<file path="src/rtl/alu_muldiv_unit_if.sv">
// Execute-stage ALU request/response bundle: start/operands in, result/busy/done out.
interface alu_muldiv_unit_if #(parameter int WIDTH = 32);
  logic             ALU_start;
  logic             ALU_md;
  logic [3:0]       ALU_fun;
  logic [WIDTH-1:0] ALU_srca;
  logic [WIDTH-1:0] ALU_srcb;
  logic [WIDTH-1:0] ALU_result;
  logic             ALU_busy;
  logic             ALU_done;

  modport master (
    output ALU_start, ALU_md, ALU_fun, ALU_srca, ALU_srcb,
    input  ALU_result, ALU_busy, ALU_done
  );

  modport slave (
    input  ALU_start, ALU_md, ALU_fun, ALU_srca, ALU_srcb,
    output ALU_result, ALU_busy, ALU_done
  );
endinterface

</file>
<file path="src/rtl/alu_muldiv_unit.sv">
// RV32I ALU with 1-cycle registered result plus iterative RV32M mul/div (one bit per clock).
// Define ALU_MULDIV_EN to build the M-extension FSM; otherwise M requests complete in 1 cycle with 0.
module alu_muldiv_unit #(
  parameter int WIDTH = 32
) (
  input logic              CLK,
  input logic              RST,
  alu_muldiv_unit_if.slave bus
);
  localparam int SHW = $clog2(WIDTH);

  function automatic logic [WIDTH-1:0] base_op(input logic [3:0] fun,
                                               input logic [WIDTH-1:0] a,
                                               input logic [WIDTH-1:0] b);
    logic signed [WIDTH-1:0] a_s;
    logic signed [WIDTH-1:0] b_s;
    logic [SHW-1:0]          sh;
    a_s = a;
    b_s = b;
    sh  = b[SHW-1:0];
    case (fun)
      4'b0000: base_op = a + b;
      4'b1000: base_op = a - b;
      4'b0110: base_op = a | b;
      4'b0111: base_op = a & b;
      4'b0100: base_op = a ^ b;
      4'b0101: base_op = a >> sh;
      4'b0001: base_op = a << sh;
      4'b1101: base_op = a_s >>> sh;
      4'b0010: base_op = {{(WIDTH-1){1'b0}}, (a_s < b_s)};
      4'b0011: base_op = {{(WIDTH-1){1'b0}}, (a < b)};
      4'b1001: base_op = a;
      default: base_op = '0;
    endcase
  endfunction

  logic             busy;
  logic             accept;
  logic [WIDTH-1:0] result_p1;
  logic             vld_p1;

  assign accept         = bus.ALU_start & ~busy;
  assign bus.ALU_result = result_p1;
  assign bus.ALU_busy   = busy;
  assign bus.ALU_done   = vld_p1;

`ifdef ALU_MULDIV_EN
  function automatic logic [WIDTH-1:0] cond_neg(input logic [WIDTH-1:0] v, input logic neg);
    return neg ? -v : v;
  endfunction

  function automatic logic [2*WIDTH-1:0] cond_neg2(input logic [2*WIDTH-1:0] v, input logic neg);
    return neg ? -v : v;
  endfunction

  typedef enum logic [1:0] {IDLE, MUL, DIV, FIX} state_t;
  state_t state, state_nxt;

  // hi_q: product high half / partial remainder; lo_q: multiplier / dividend -> quotient
  logic [WIDTH-1:0]   hi_q, lo_q, mag_b_q, a_q;
  logic [2:0]         op_q;
  logic               neg_q, nega_q;
  logic [SHW-1:0]     cnt_q;
  logic [2:0]         f;
  logic               sa, sb, last, div0;
  logic [WIDTH-1:0]   mag_a, mag_b, quo, rem, fix_res;
  logic [WIDTH:0]     add_sum, rem_sh, rem_sub;
  logic [2*WIDTH-1:0] prod;

  assign busy = (state != IDLE);
  assign last = (cnt_q == SHW'(WIDTH-1));
  assign div0 = (mag_b_q == '0);

  always_ff @(posedge CLK) begin
    if (RST) state <= IDLE;
    else     state <= state_nxt;
  end

  always_comb begin
    state_nxt = state;
    case (state)
      IDLE:     if (accept && bus.ALU_md) state_nxt = bus.ALU_fun[2] ? DIV : MUL;
      MUL, DIV: if (last) state_nxt = FIX;
      FIX:      state_nxt = IDLE;
      default:  state_nxt = IDLE;
    endcase
  end

  always_comb begin
    f       = bus.ALU_fun[2:0];
    sa      = bus.ALU_srca[WIDTH-1] & (f == 3'b001 || f == 3'b010 || f == 3'b100 || f == 3'b110);
    sb      = bus.ALU_srcb[WIDTH-1] & (f == 3'b001 || f == 3'b100 || f == 3'b110);
    mag_a   = sa ? -bus.ALU_srca : bus.ALU_srca;
    mag_b   = sb ? -bus.ALU_srcb : bus.ALU_srcb;
    add_sum = {1'b0, hi_q} + (lo_q[0] ? {1'b0, mag_b_q} : '0);
    rem_sh  = {hi_q, lo_q[WIDTH-1]};
    rem_sub = rem_sh - {1'b0, mag_b_q};
    prod    = cond_neg2({hi_q, lo_q}, neg_q);
    quo     = cond_neg(lo_q, neg_q);
    rem     = cond_neg(hi_q, nega_q);
    // Signed overflow (min / -1) falls out of the magnitude path; only /0 needs overriding.
    fix_res = '0;
    case (op_q)
      3'b000:                 fix_res = prod[WIDTH-1:0];
      3'b001, 3'b010, 3'b011: fix_res = prod[2*WIDTH-1:WIDTH];
      3'b100, 3'b101:         fix_res = div0 ? '1 : quo;
      default:                fix_res = div0 ? a_q : rem;
    endcase
  end

  always_ff @(posedge CLK) begin
    if (RST) begin
      result_p1 <= '0;
      vld_p1    <= 1'b0;
      hi_q      <= '0;
      lo_q      <= '0;
      mag_b_q   <= '0;
      a_q       <= '0;
      op_q      <= '0;
      neg_q     <= 1'b0;
      nega_q    <= 1'b0;
      cnt_q     <= '0;
    end else begin
      vld_p1 <= 1'b0;
      case (state)
        IDLE: if (accept) begin
          if (bus.ALU_md) begin
            op_q    <= f;
            a_q     <= bus.ALU_srca;
            neg_q   <= sa ^ sb;
            nega_q  <= sa;
            hi_q    <= '0;
            lo_q    <= mag_a;
            mag_b_q <= mag_b;
            cnt_q   <= '0;
          end else begin
            result_p1 <= base_op(bus.ALU_fun, bus.ALU_srca, bus.ALU_srcb);
            vld_p1    <= 1'b1;
          end
        end
        MUL: begin
          {hi_q, lo_q} <= {add_sum, lo_q[WIDTH-1:1]};
          cnt_q        <= cnt_q + SHW'(1);
        end
        DIV: begin
          hi_q  <= rem_sub[WIDTH] ? rem_sh[WIDTH-1:0] : rem_sub[WIDTH-1:0];
          lo_q  <= {lo_q[WIDTH-2:0], ~rem_sub[WIDTH]};
          cnt_q <= cnt_q + SHW'(1);
        end
        FIX: begin
          result_p1 <= fix_res;
          vld_p1    <= 1'b1;
        end
        default: ;
      endcase
    end
  end
`else
  assign busy = 1'b0;

  always_ff @(posedge CLK) begin
    if (RST) begin
      result_p1 <= '0;
      vld_p1    <= 1'b0;
    end else begin
      vld_p1 <= accept;
      if (accept) result_p1 <= bus.ALU_md ? '0 : base_op(bus.ALU_fun, bus.ALU_srca, bus.ALU_srcb);
    end
  end
`endif
endmodule

</file>
<file path="src/flat_wrapper.sv">
// flat-port wrapper written by rule: the top's interface ports become plain ports
module alu_muldiv_unit_flat 
#(
  parameter int WIDTH = 32
)
  (CLK, RST, bus_ALU_start, bus_ALU_md, bus_ALU_fun, bus_ALU_srca, bus_ALU_srcb, bus_ALU_result, bus_ALU_busy, bus_ALU_done);
  alu_muldiv_unit_if #(.WIDTH(WIDTH)) bus_i ();
  input logic CLK;
  input logic RST;
  input wire logic [$bits(bus_i.ALU_start)-1:0] bus_ALU_start;
  input wire logic [$bits(bus_i.ALU_md)-1:0] bus_ALU_md;
  input wire logic [$bits(bus_i.ALU_fun)-1:0] bus_ALU_fun;
  input wire logic [$bits(bus_i.ALU_srca)-1:0] bus_ALU_srca;
  input wire logic [$bits(bus_i.ALU_srcb)-1:0] bus_ALU_srcb;
  output wire logic [$bits(bus_i.ALU_result)-1:0] bus_ALU_result;
  output wire logic [$bits(bus_i.ALU_busy)-1:0] bus_ALU_busy;
  output wire logic [$bits(bus_i.ALU_done)-1:0] bus_ALU_done;
  assign bus_i.ALU_start = bus_ALU_start;
  assign bus_i.ALU_md = bus_ALU_md;
  assign bus_i.ALU_fun = bus_ALU_fun;
  assign bus_i.ALU_srca = bus_ALU_srca;
  assign bus_i.ALU_srcb = bus_ALU_srcb;
  assign bus_ALU_result = bus_i.ALU_result;
  assign bus_ALU_busy = bus_i.ALU_busy;
  assign bus_ALU_done = bus_i.ALU_done;
  alu_muldiv_unit #(.WIDTH(WIDTH)) u_core (.CLK(CLK), .RST(RST), .bus(bus_i));
endmodule
</file>
<file path="config.mk">
export PLATFORM = sky130hd
export DESIGN_NAME = alu_muldiv_unit_flat
export DESIGN_NICKNAME = d
export VERILOG_FILES = /design/src/rtl/alu_muldiv_unit_if.sv /design/src/rtl/alu_muldiv_unit.sv /design/src/flat_wrapper.sv
export SDC_FILE = /design/constraint.sdc
export NUM_CORES = 1
export LEC_CHECK = 0
export CORE_MARGIN = 1.5
export CORE_UTILIZATION = 50
export DETAILED_ROUTE_END_ITERATION = 6
export PLACE_DENSITY_LB_ADDON = 0.25
export SETUP_SLACK_MARGIN = 0.2
export SKIP_CTS_REPAIR_TIMING = 1
export SYNTH_ARGS = -nofsm -noshare
export SYNTH_HDL_FRONTEND = slang
export SYNTH_SLANG_ARGS = --single-unit
</file>
<file path="constraint.sdc">
create_clock -name CLK -period 5.6 [get_ports CLK]
set_input_delay 1.68 -clock CLK [delete_from_list [all_inputs] [get_ports CLK]]
set_output_delay 1.68 -clock CLK [all_outputs]
set_load 0.005 [all_outputs]
</file>
# ---- After elaboration in Yosys (flattened, before gate mapping)
# Cells that the tools add are included.
# W data, S select, Z words.
dict set report word_totals {
  output_inout_bits 34
  register_bits 33
  inputBits 72
}
dict set report op_classes {
  eq_ne 10
  n_addsub 2
  n_reduce_logical 1
  n_shift 3
  bitwise 3
  n_lt_le_gt_ge 2
  mux 2
}
# operator count
set op_table {}
lappend op_table {{$pmux W32 S11} 1}
lappend op_table {{$lt A32 B32 Y1} 2}
lappend op_table {{$add A32 B32 Y32} 1}
lappend op_table {{$and A32 B32 Y32} 1}
lappend op_table {{$mux W32} 1}
lappend op_table {{$or A32 B32 Y32} 1}
lappend op_table {{$shl A32 B5 Y32} 1}
lappend op_table {{$shr A32 B5 Y32} 1}
lappend op_table {{$sshr A32 B5 Y32} 1}
lappend op_table {{$sub A32 B32 Y32} 1}
lappend op_table {{$xor A32 B32 Y32} 1}
lappend op_table {{$eq A4 B3 Y1 const B} 4}
lappend op_table {{$eq A4 B4 Y1 const B} 3}
lappend op_table {{$eq A4 B2 Y1 const B} 2}
lappend op_table {{$eq A4 B1 Y1 const B} 1}
lappend op_table {{$logic_not A4 Y1} 1}

# ---- Depth between registers and ports, before layout
# Gate-level depths: netlist of run 1.
dict set report depth {
  ltp_word 3
  ltp_mapped 15
  depth_no_buf 13
}

# ---- Least setup slack after synthesis of run 1
# Ideal clock, no wire load.
dict set report synth_path {
  path_kind {input -> register}
  from {in bus_ALU_srcb[2]}
  to {reg u_core.result_p1[18] (netlist: u_core.bus.ALU_result[18])}
  arrival_ps 4967
  slack_ps 538
  stages 15
  required_ps 5505
  setup_ps 95
  path_cell_list {buf_2 inv_2 buf_1 buf_1 ha_1 buf_2 nor2b_1 o211ai_1 a311oi_2 a211oi_2 nor2_1 a211o_1 a31oi_1 mux2_1 a221oi_1}
}
dict set report synth_between {
  elab_chain_len 3
}
# element line
set synth_rtl {}
lappend synth_rtl {{start: declaration} flat_wrapper.sv:14} ;# input wire logic [$bits(bus_i.ALU_srcb)-1:0] bus_ALU_srcb;
lappend synth_rtl {{$sub A32 B32 Y32 (tied with other cells)} alu_muldiv_unit.sv:23} ;# 4'b1000: base_op = a - b;
lappend synth_rtl {{$pmux W32 S11 (*)} alu_muldiv_unit.sv:21} ;# case (fun)
lappend synth_rtl {{$mux W32 (*)} alu_muldiv_unit.sv:167} ;# if (accept) result_p1 <= bus.ALU_md ? '0 : base_op(bus.ALU_fun, bus.ALU_srca, bus.ALU_srcb);
lappend synth_rtl {{end signal: assignment} alu_muldiv_unit.sv:167}
lappend synth_rtl {{end: declaration} alu_muldiv_unit.sv:39} ;# logic [WIDTH-1:0] result_p1;
# Every way passes the cells marked *; elsewhere a longest branch is shown, timed or not.
# A chain may end at the register's enable or synchronous reset.

# ---- Worst setup path after layout of run 1
dict set report layout_path {
  from {in bus_ALU_srca[2]}
  to {reg u_core.result_p1[25] (netlist: u_core.bus.ALU_result[25])}
}
dict set report layout_between {
  elab_chain_len 3
}
# element line
set layout_rtl {}
lappend layout_rtl {{start: declaration} flat_wrapper.sv:13} ;# input wire logic [$bits(bus_i.ALU_srca)-1:0] bus_ALU_srca;
lappend layout_rtl {{$sub A32 B32 Y32 (tied with other cells)} alu_muldiv_unit.sv:23}
lappend layout_rtl {{$pmux W32 S11 (*)} alu_muldiv_unit.sv:21}
lappend layout_rtl {{$mux W32 (*)} alu_muldiv_unit.sv:167}
# Marked as above.

==> impl_results.rst, run 1 <==
.. list-table::
   :header-rows: 1

   * - Metric
     - Value
   * - Outcome
     - finished clean
   * - Async set or reset register ratio after synthesis
     - 0%
   * - Cell types with the largest area share after synthesis
     - sky130_fd_sc_hd__ha_1, sky130_fd_sc_hd__mux2i_1, sky130_fd_sc_hd__dfxtp_1, sky130_fd_sc_hd__mux4_2, sky130_fd_sc_hd__a21oi_1
   * - Top library cells by usage in the layout, fill and taps aside
     - sky130_fd_sc_hd__nand2_1, sky130_fd_sc_hd__nor2_1, sky130_fd_sc_hd__a21oi_1
   * - Count of mapped cells out of synthesis
     - ~1,500
   * - Part of the power in combinational logic
     - between 60 and 70%
   * - Count of synthesis-stage warnings from yosys
     - 0
   * - Max incr delay on CP
     - 620 ps
   * - Max Clock Skew
     - 0 ps
   * - Commonest non-fill, non-tap cell in the layout
     - sky130_fd_sc_hd__nand2_1
   * - Net count, final
     - between 1,500 and 2,000
   * - Maximum vdd drop
     - 0.114 mV
   * - First-pass GRT wire length
     - 73.6 mm
   * - Unique cell type count in the Yosys netlist
     - 91
   * - Final Cycle Share
     - around nine tenths
   * - Worst path required time
     - slightly below 6000 ps
   * - Global route overflow
     - 0
   * - Port bufs
     - roughly 100
   * - Dominant cell type by area after synthesis
     - sky130_fd_sc_hd__ha_1
   * - Sequential cell fraction of total power
     - ~15%
   * - Placed wire-length estimate after detailed placement
     - 37.7 mm
   * - Number of synthesized register bits
     - 33
   * - All-Layer GR Usage
     - 44.1%
   * - Initial DRC Count
     - between 2,000 and 2,500
   * - Clock insertion delay at the later pin of the skew report
     - 290 ps
   * - Crit-path slowest cell
     - sky130_fd_sc_hd__clkdlybuf4s50_1
   * - Slew Limit Headroom
     - between 30% and 40%
   * - Kind of critical path
     - input pin to register
   * - Vias in the first global route
     - 12,008
   * - Pin count of the biggest net entering global routing
     - 74
   * - Worst path top cell family by delay
     - compound AO/OA/AOI/OAI gates
   * - Hold Path Class
     - register to register
   * - Primary FF master, synth
     - sky130_fd_sc_hd__dfxtp_1
   * - Post-Syn Area per Cell
     - roughly 7.0 um^2
   * - Number of I/O pins
     - 106
   * - RSZ-0062 raised after global routing
     - no
   * - Bufs and invs on worst path
     - 3
   * - Final wirelength
     - 48.9 mm
   * - Number of iterations in the first detailed-routing pass
     - 7
   * - Clk slew on worst S/H paths
     - 60 ps
   * - Power density cells
     - 135 nW/um^2
   * - Internal power summed over all cells
     - 824 uW
   * - Number of buffers created by CTS
     - 5
   * - Floorplan die area
     - about 22,000 um^2
   * - Routed WL per cell
     - 26.7 um
   * - Critical path peak fanout
     - 7
   * - Synth top area share
     - 12.5%
   * - Leak Pwr
     - approximately 5 nW
   * - Fraction of layout instances using a drive strength above 1
     - 11.6%
   * - Switching pwr
     - between 800 and 900 uW
   * - Total negative slack for setup checks
     - 0 ps
   * - Fmax
     - 196 MHz
   * - Maximum clock path buffer count
     - 2
   * - Final Hold Viols
     - 0
   * - Most repeated library cell on the critical path
     - sky130_fd_sc_hd__o211ai_1
   * - Horizontal die dimension
     - 147 um
   * - Fraction of power consumed by the clock network
     - between 10% and 20%
   * - Netlist area before placement
     - 10,400 um^2
   * - Setup violations, final
     - 0
   * - Sequential area share after synthesis
     - 6.34%
   * - Minimum clock period
     - 5090 ps
   * - Max-cap violations
     - 0
   * - Capturing element type of the critical path
     - register
   * - Initial cell density of the core
     - 51.2%
   * - Hold Worst Slack
     - roughly 460 ps
   * - TritonCTS clock tree
     - built
   * - Initial antenna violation count
     - 0
   * - Slew at the pin with the worst max-slew slack
     - around 910 ps
   * - DRC
     - 0
   * - Count of fill cells added during filler insertion
     - 2,006
   * - CTS root buffer
     - sky130_fd_sc_hd__clkbuf_16
   * - Number of nets with antenna violations after detailed routing
     - 0
   * - GP Congestion
     - 1.07
   * - Cell-by-cell listing of the critical path
     - clkdlybuf4s50_1, inv_1, ha_1, o211ai_1, o211ai_1, nand2_1, o311a_1, nor4_1, buf_4, o221ai_1, xnor2_1, a22oi_1, a221oi_1
   * - Total via count in the routed design
     - 12,892
   * - Number of max-slew violations in the final report
     - 0
   * - Switching part of the total
     - 49.4%
   * - Number of clock sinks seen by CTS
     - 33
   * - Type of origin of the critical path
     - input pin
   * - Arrival time of data at the critical path endpoint
     - 5280 ps
   * - Synthesis-to-finish area growth
     - 16.1%
   * - Total nets after synthesis
     - 1,660
   * - Cell Rows
     - 52
   * - Via density per instance
     - 7.05
   * - Post-synth EDFFs
     - 0
   * - Number of H-tree levels
     - 2
   * - Placeable core region
     - 20,400 um^2
   * - Vertical extent of the die
     - roughly 150 um
-- worst paths after layout --
kind,startpoint,end,slack [ps],cells past startpoint
worst min-delay path,u_core.bus.ALU_result[23],u_core.bus.ALU_result[23],460,2
worst max-delay path,bus_ALU_srca[2],u_core.bus.ALU_result[25],510,13
worst max register to register,u_core.bus.ALU_result[21],u_core.bus.ALU_result[21],3800,6
worst min register to register,u_core.bus.ALU_result[23],u_core.bus.ALU_result[23],460,2
-- stage by stage --
step	total power, mW	instance area (um^2)	cells	utilization (%)	worst slack [ps]
3_3_place_gp	1.30	12000	1820	58.7	334
2_1_floorplan	0.922	10400	1482	-	538
6_report	1.63	12100	1829	59.4	511
5_1_grt	1.70	12100	1828	59.4	296
4_1_cts	1.59	12100	1828	59.4	561
3_5_place_dp	1.30	12000	1820	58.7	282
-- layer usage --
metal / wire (um) / track usage, %
met4: 3450 / 26.7
met5: 0 / 0
met1: 18500 / 57.4
met3: 5820 / 8.55
met2: 21100 / 67.6
-- power by group through the flow --
| stage | logic [mW] | clock network, mW | registers (mW) |
|---|---|---|---|
| CTS | 1.05 | 0.287 | 0.247 |
| detailed placement | 1.05 | 0 | 0.252 |
| finish | 1.09 | 0.291 | 0.247 |
| global placement | 1.05 | 0 | 0.252 |
| global route | 1.16 | 0.296 | 0.248 |
| floorplan | 0.671 | 0 | 0.251 |
-- state kept, by name, summed over array words and instances, names as in the netlist --
| register | cells |
|---|---|
| u_core.bus.ALU_done | 1 |
| u_core.bus.ALU_result | 32 |
-- tightest hold or removal path: cells and delay by family (launching register included) --
family / cells / cell delay, ps
flops: 1 / 310
simple gates: 1 / 60
compound gates: 1 / 50
-- logic make-up after synthesis --
| family | Yosys count | synth area share, % |
|---|---|---|
| compound gates | 526 | 34.8 |
| simple gates | 444 | 19.6 |
| buf+inv | 226 | 8.80 |
| mux | 127 | 15.9 |
| fa+ha+maj | 106 | 12.9 |
| flops | 33 | 6.34 |
| xor+xnor | 19 | 1.60 |
| other cells | 1 | 0.0360 |
-- synth_stat cells, drive strengths merged (5+ instances only) --
| master | n |
|---|---|
| a22oi | 20 |
| xnor2 | 15 |
| buf | 53 |
| a21oi | 123 |
| nand3b | 5 |
| o21bai | 11 |
| mux2 | 32 |
| nand4 | 9 |
| or2 | 8 |
| o21ai | 96 |
| o22ai | 11 |
| nand2b | 9 |
| and2 | 8 |
| o31ai | 16 |
| nand3 | 22 |
| nor2b | 21 |
| a2111oi | 6 |
| o21a | 19 |
| mux2i | 67 |
| o2111ai | 11 |
| nor4 | 13 |
| o31a | 6 |
| a31oi | 24 |
| a211oi | 32 |
| a222oi | 7 |
| o311ai | 6 |
| a221oi | 34 |
| ha | 104 |
| nand2 | 161 |
| inv | 102 |
| clkbuf | 71 |
| mux4 | 28 |
| nor3 | 33 |
| dfxtp | 33 |
| o32ai | 5 |
| o211ai | 25 |
| a221o | 7 |
| o221ai | 10 |
| a21o | 16 |
| nor2 | 127 |
-- layout make-up --
cell class / instances / area (um^2) / area share [%]
well taps: 270 / 338 / 2.79
clock inverters: 2 / 10.0 / 0.0827
inverters: 102 / 383 / 3.16
flip-flops and latches: 33 / 661 / 5.46
repair buffers: 192 / 1700 / 14.0
clock buffers: 6 / 129 / 1.06
multi-input cells: 1223 / 8880 / 73.4
diodes: 1 / 2.50 / 0.0207
Note: power is estimated with default switching activity, not from simulation.
==> run 2: changes to the inputs <==
--- a/config.mk
+++ b/config.mk
@@ -11,6 +11,7 @@
 export PLACE_DENSITY_LB_ADDON = 0.25
 export SETUP_SLACK_MARGIN = 0.2
 export SKIP_CTS_REPAIR_TIMING = 1
+export SLEW_MARGIN = 0
 export SYNTH_ARGS = -nofsm -noshare
 export SYNTH_HDL_FRONTEND = slang
 export SYNTH_SLANG_ARGS = --single-unit
==> results of run 2 <==
Same layout as run 1: the final DEF is identical, and so are final timing and power.
==> run 3: changes to the inputs <==
--- a/config.mk
+++ b/config.mk
@@ -6,9 +6,9 @@
 export NUM_CORES = 1
 export LEC_CHECK = 0
 export CORE_MARGIN = 1.5
-export CORE_UTILIZATION = 50
+export CORE_UTILIZATION = 60
 export DETAILED_ROUTE_END_ITERATION = 6
-export PLACE_DENSITY_LB_ADDON = 0.25
+export PLACE_DENSITY = 0.84
 export SETUP_SLACK_MARGIN = 0.2
 export SKIP_CTS_REPAIR_TIMING = 1
 export SLEW_MARGIN = 0
==> impl_results.rst, run 3 (synthesis gave the netlist of run 1 again) <==
.. list-table::
   :header-rows: 1

   * - Metric
     - Value
   * - Outcome
     - finished clean (unchanged)
   * - Number of I/O pins
     - 106 (unchanged)
   * - Maximum vdd drop
     - 0.146 mV (was 0.114 mV)
   * - Port bufs
     - 104 (unchanged)
   * - Fraction of layout instances using a drive strength above 1
     - 11.2% (was 11.6%)
   * - Slew at the pin with the worst max-slew slack
     - 886 ps (was 906 ps)
   * - Crit-path slowest cell
     - sky130_fd_sc_hd__a211oi_2 (was sky130_fd_sc_hd__clkdlybuf4s50_1)
   * - Power density cells
     - 138 nW/um^2 (was 135 nW/um^2)
   * - Fmax
     - 197 MHz (was 196 MHz)
   * - Number of cells on the critical path
     - 14 (was 13)
   * - Number of clock sinks seen by CTS
     - 33 (unchanged)
   * - Placeable core region
     - 17,100 um^2 (was 20,400 um^2)
   * - Clk slew on worst S/H paths
     - 70 ps (was 60 ps)
   * - Max Clock Skew
     - 0 ps (unchanged)
   * - Setup slack after placement
     - 341 ps (was 282 ps)
   * - Via density per instance
     - 7.49 (was 7.05)
   * - Min setup slack post-route
     - 516 ps (was 511 ps)
   * - Clock insertion delay at the later pin of the skew report
     - 290 ps (about the same)
   * - Setup violations, final
     - 0 (unchanged)
   * - Synthesis-to-finish area growth
     - 15.4% (was 16.1%)
   * - Final design utilization
     - 70.3% (was 59.4%)
   * - Arrival time of data at the critical path endpoint
     - 5290 ps (was 5280 ps)
   * - Routed WL per cell
     - 26.8 um (was 26.7 um)
   * - Pin count of the biggest net entering global routing
     - 81 (was 74)
   * - Placed wire-length estimate after detailed placement
     - 36.3 mm (was 37.7 mm)
   * - Final Hold Viols
     - 0 (unchanged)
   * - Final wirelength
     - 47.6 mm (was 48.9 mm)
   * - Floorplan die area
     - 18,200 um^2 (was 21,700 um^2)
   * - Worst path top cell family by delay
     - compound AO/OA/AOI/OAI gates (unchanged)
   * - Leak Pwr
     - 4.97 nW (was 5.00 nW)
   * - Critical path peak fanout
     - 4 (was 7)
   * - CTS root buffer
     - sky130_fd_sc_hd__clkbuf_16 (unchanged)
   * - Number of H-tree levels
     - 2 (unchanged)
   * - Vias in the first global route
     - 12,233 (was 12,008)
   * - Number of max-slew violations in the final report
     - 0 (unchanged)
   * - Reg-to-reg setup timing slack
     - 3720 ps (was 3800 ps)
   * - Capturing element type of the critical path
     - register (unchanged)
   * - Minimum clock period
     - 5080 ps (was 5090 ps)
   * - Worst path required time
     - 5810 ps (was 5790 ps)
   * - Termination of the worst setup path
     - u_core.bus.ALU_result[18] (was u_core.bus.ALU_result[25])
   * - Type of origin of the critical path
     - input pin (unchanged)
   * - Total negative slack for setup checks
     - 0 ps (unchanged)
   * - Bufs and invs on worst path
     - 3 (unchanged)
   * - Number of iterations in the first detailed-routing pass
     - 7 (unchanged)
   * - Cell-by-cell listing of the critical path
     - clkdlybuf4s50_1, inv_1, ha_1, inv_1, fa_1, nor2b_1, o211ai_1, a311oi_2, a211oi_2, nor2_1, a211o_1, a31oi_1, mux2_1, a221oi_1 (was clkdlybuf4s50_1, inv_1, ha_1, o211ai_1, o211ai_1, nand2_1, o311a_1, nor4_1, buf_4, o221ai_1, xnor2_1, a22oi_1, a221oi_1)
   * - Kind of critical path
     - input pin to register (unchanged)
   * - Total via count in the routed design
     - 13,311 (was 12,892)
   * - TritonCTS clock tree
     - built (unchanged)
   * - Number of nets with antenna violations after detailed routing
     - 0 (unchanged)
   * - Most repeated library cell on the critical path
     - sky130_fd_sc_hd__inv_1 (was sky130_fd_sc_hd__o211ai_1)
   * - Reg2Reg Depth
     - 4 (was 6)
   * - Final Cycle Share
     - 90.8% (was 90.9%)
   * - Sum of internal, switching and leakage power
     - 1.66 mW (was 1.63 mW)
   * - Global route overflow
     - 0 (unchanged)
   * - Reg-to-Reg End
     - u_core.bus.ALU_result[9] (was u_core.bus.ALU_result[21])
   * - Maximum clock path buffer count
     - 2 (unchanged)
   * - DRC
     - 0 (unchanged)
   * - Placed cell area
     - 11,900 um^2 (was 12,000 um^2)
   * - Number of cells on the worst hold path
     - 2 (unchanged)
   * - Final Cell Area
     - 12,000 um^2 (was 12,100 um^2)
   * - Launch point of the critical path
     - bus_ALU_srca[0] (was bus_ALU_srca[2])
   * - First-pass GRT wire length
     - 71.7 mm (was 73.6 mm)
   * - GP Congestion
     - 1.09 (was 1.07)
   * - Net count, final
     - 1,728 (was 1,735)
   * - Initial DRC Count
     - 2,275 (was 2,082)
   * - Initial antenna violation count
     - 1 (was 0)
   * - Max FFs per register
     - 32 (unchanged)
   * - Vertical extent of the die
     - 135 um (was 147 um)
   * - Max incr delay on CP
     - 480 ps (was 620 ps)
   * - All-Layer GR Usage
     - 51.6% (was 44.1%)
   * - Cell Rows
     - 48 (was 52)
   * - Origin of the critical flop-to-flop path
     - u_core.bus.ALU_result[9] (was u_core.bus.ALU_result[21])
   * - Top library cells by usage in the layout, fill and taps aside
     - sky130_fd_sc_hd__nand2_1, sky130_fd_sc_hd__nor2_1, sky130_fd_sc_hd__a21oi_1 (unchanged)
   * - Horizontal die dimension
     - 135 um (was 147 um)
   * - Number of buffers created by CTS
     - 5 (unchanged)
   * - Slew Limit Headroom
     - 40.7% (was 39.4%)
   * - Max-cap violations
     - 0 (unchanged)
   * - RSZ-0062 raised after global routing
     - no (unchanged)
   * - Hold Path Class
     - register to register (unchanged)
   * - Commonest non-fill, non-tap cell in the layout
     - sky130_fd_sc_hd__nand2_1 (unchanged)
   * - Initial cell density of the core
     - 60.9% (was 51.2%)
[run 3: final cells by class]
type / instances / area [um^2]
inverters: 102 / 383
clock inverters: 1 / 5.00
clock buffers: 7 / 153
fillers: 1529 / 5090
multi-input cells: 1223 / 8880
diodes: 1 / 2.50
well taps: 225 / 282
repair buffers: 185 / 1660
flip-flops and latches: 33 / 661
[run 3: layer usage]
layer	share of wire, %	global-route usage (%)
met1	34	63.6
met2	41	77.0
met3	15	13.6
met4	9.9	38.5
met5	0	0
[run 3: worst min path at each step]
stage | from | slack [ps] | endpoint
after global routing | u_core.bus.ALU_result[23] | 520 | u_core.bus.ALU_result[23]
final | u_core.bus.ALU_result[23] | 460 | u_core.bus.ALU_result[23]
after global placement | u_core.bus.ALU_result[23] | 450 | u_core.bus.ALU_result[23]
after CTS | u_core.bus.ALU_result[23] | 460 | u_core.bus.ALU_result[23]
after detailed placement | u_core.bus.ALU_result[23] | 450 | u_core.bus.ALU_result[23]
after floorplan | u_core.bus.ALU_result[23] | 460 | u_core.bus.ALU_result[23]
[run 3: power breakdown]
group	leakage [nW]	internal (mW)	switching [mW]	total (mW)
sequential	0.267	0.242	0.00592	0.248
clock	0.0799	0.189	0.131	0.320
combinational	4.63	0.416	0.674	1.09
[run 3: worst register-to-register path, delay by kind of cell (launching register included)]
| family | cells | cell delay [ps] |
|---|---|---|
| compound gates | 4 | 1400 |
| flops | 1 | 330 |
[run 3: stage by stage]
stage / hold WS [ps] / instances
4_1_cts: 464 / 1776
6_report: 464 / 1777
3_5_place_dp: 455 / 1768
5_1_grt: 516 / 1777
3_3_place_gp: 450 / 1768
2_1_floorplan: 462 / 1482
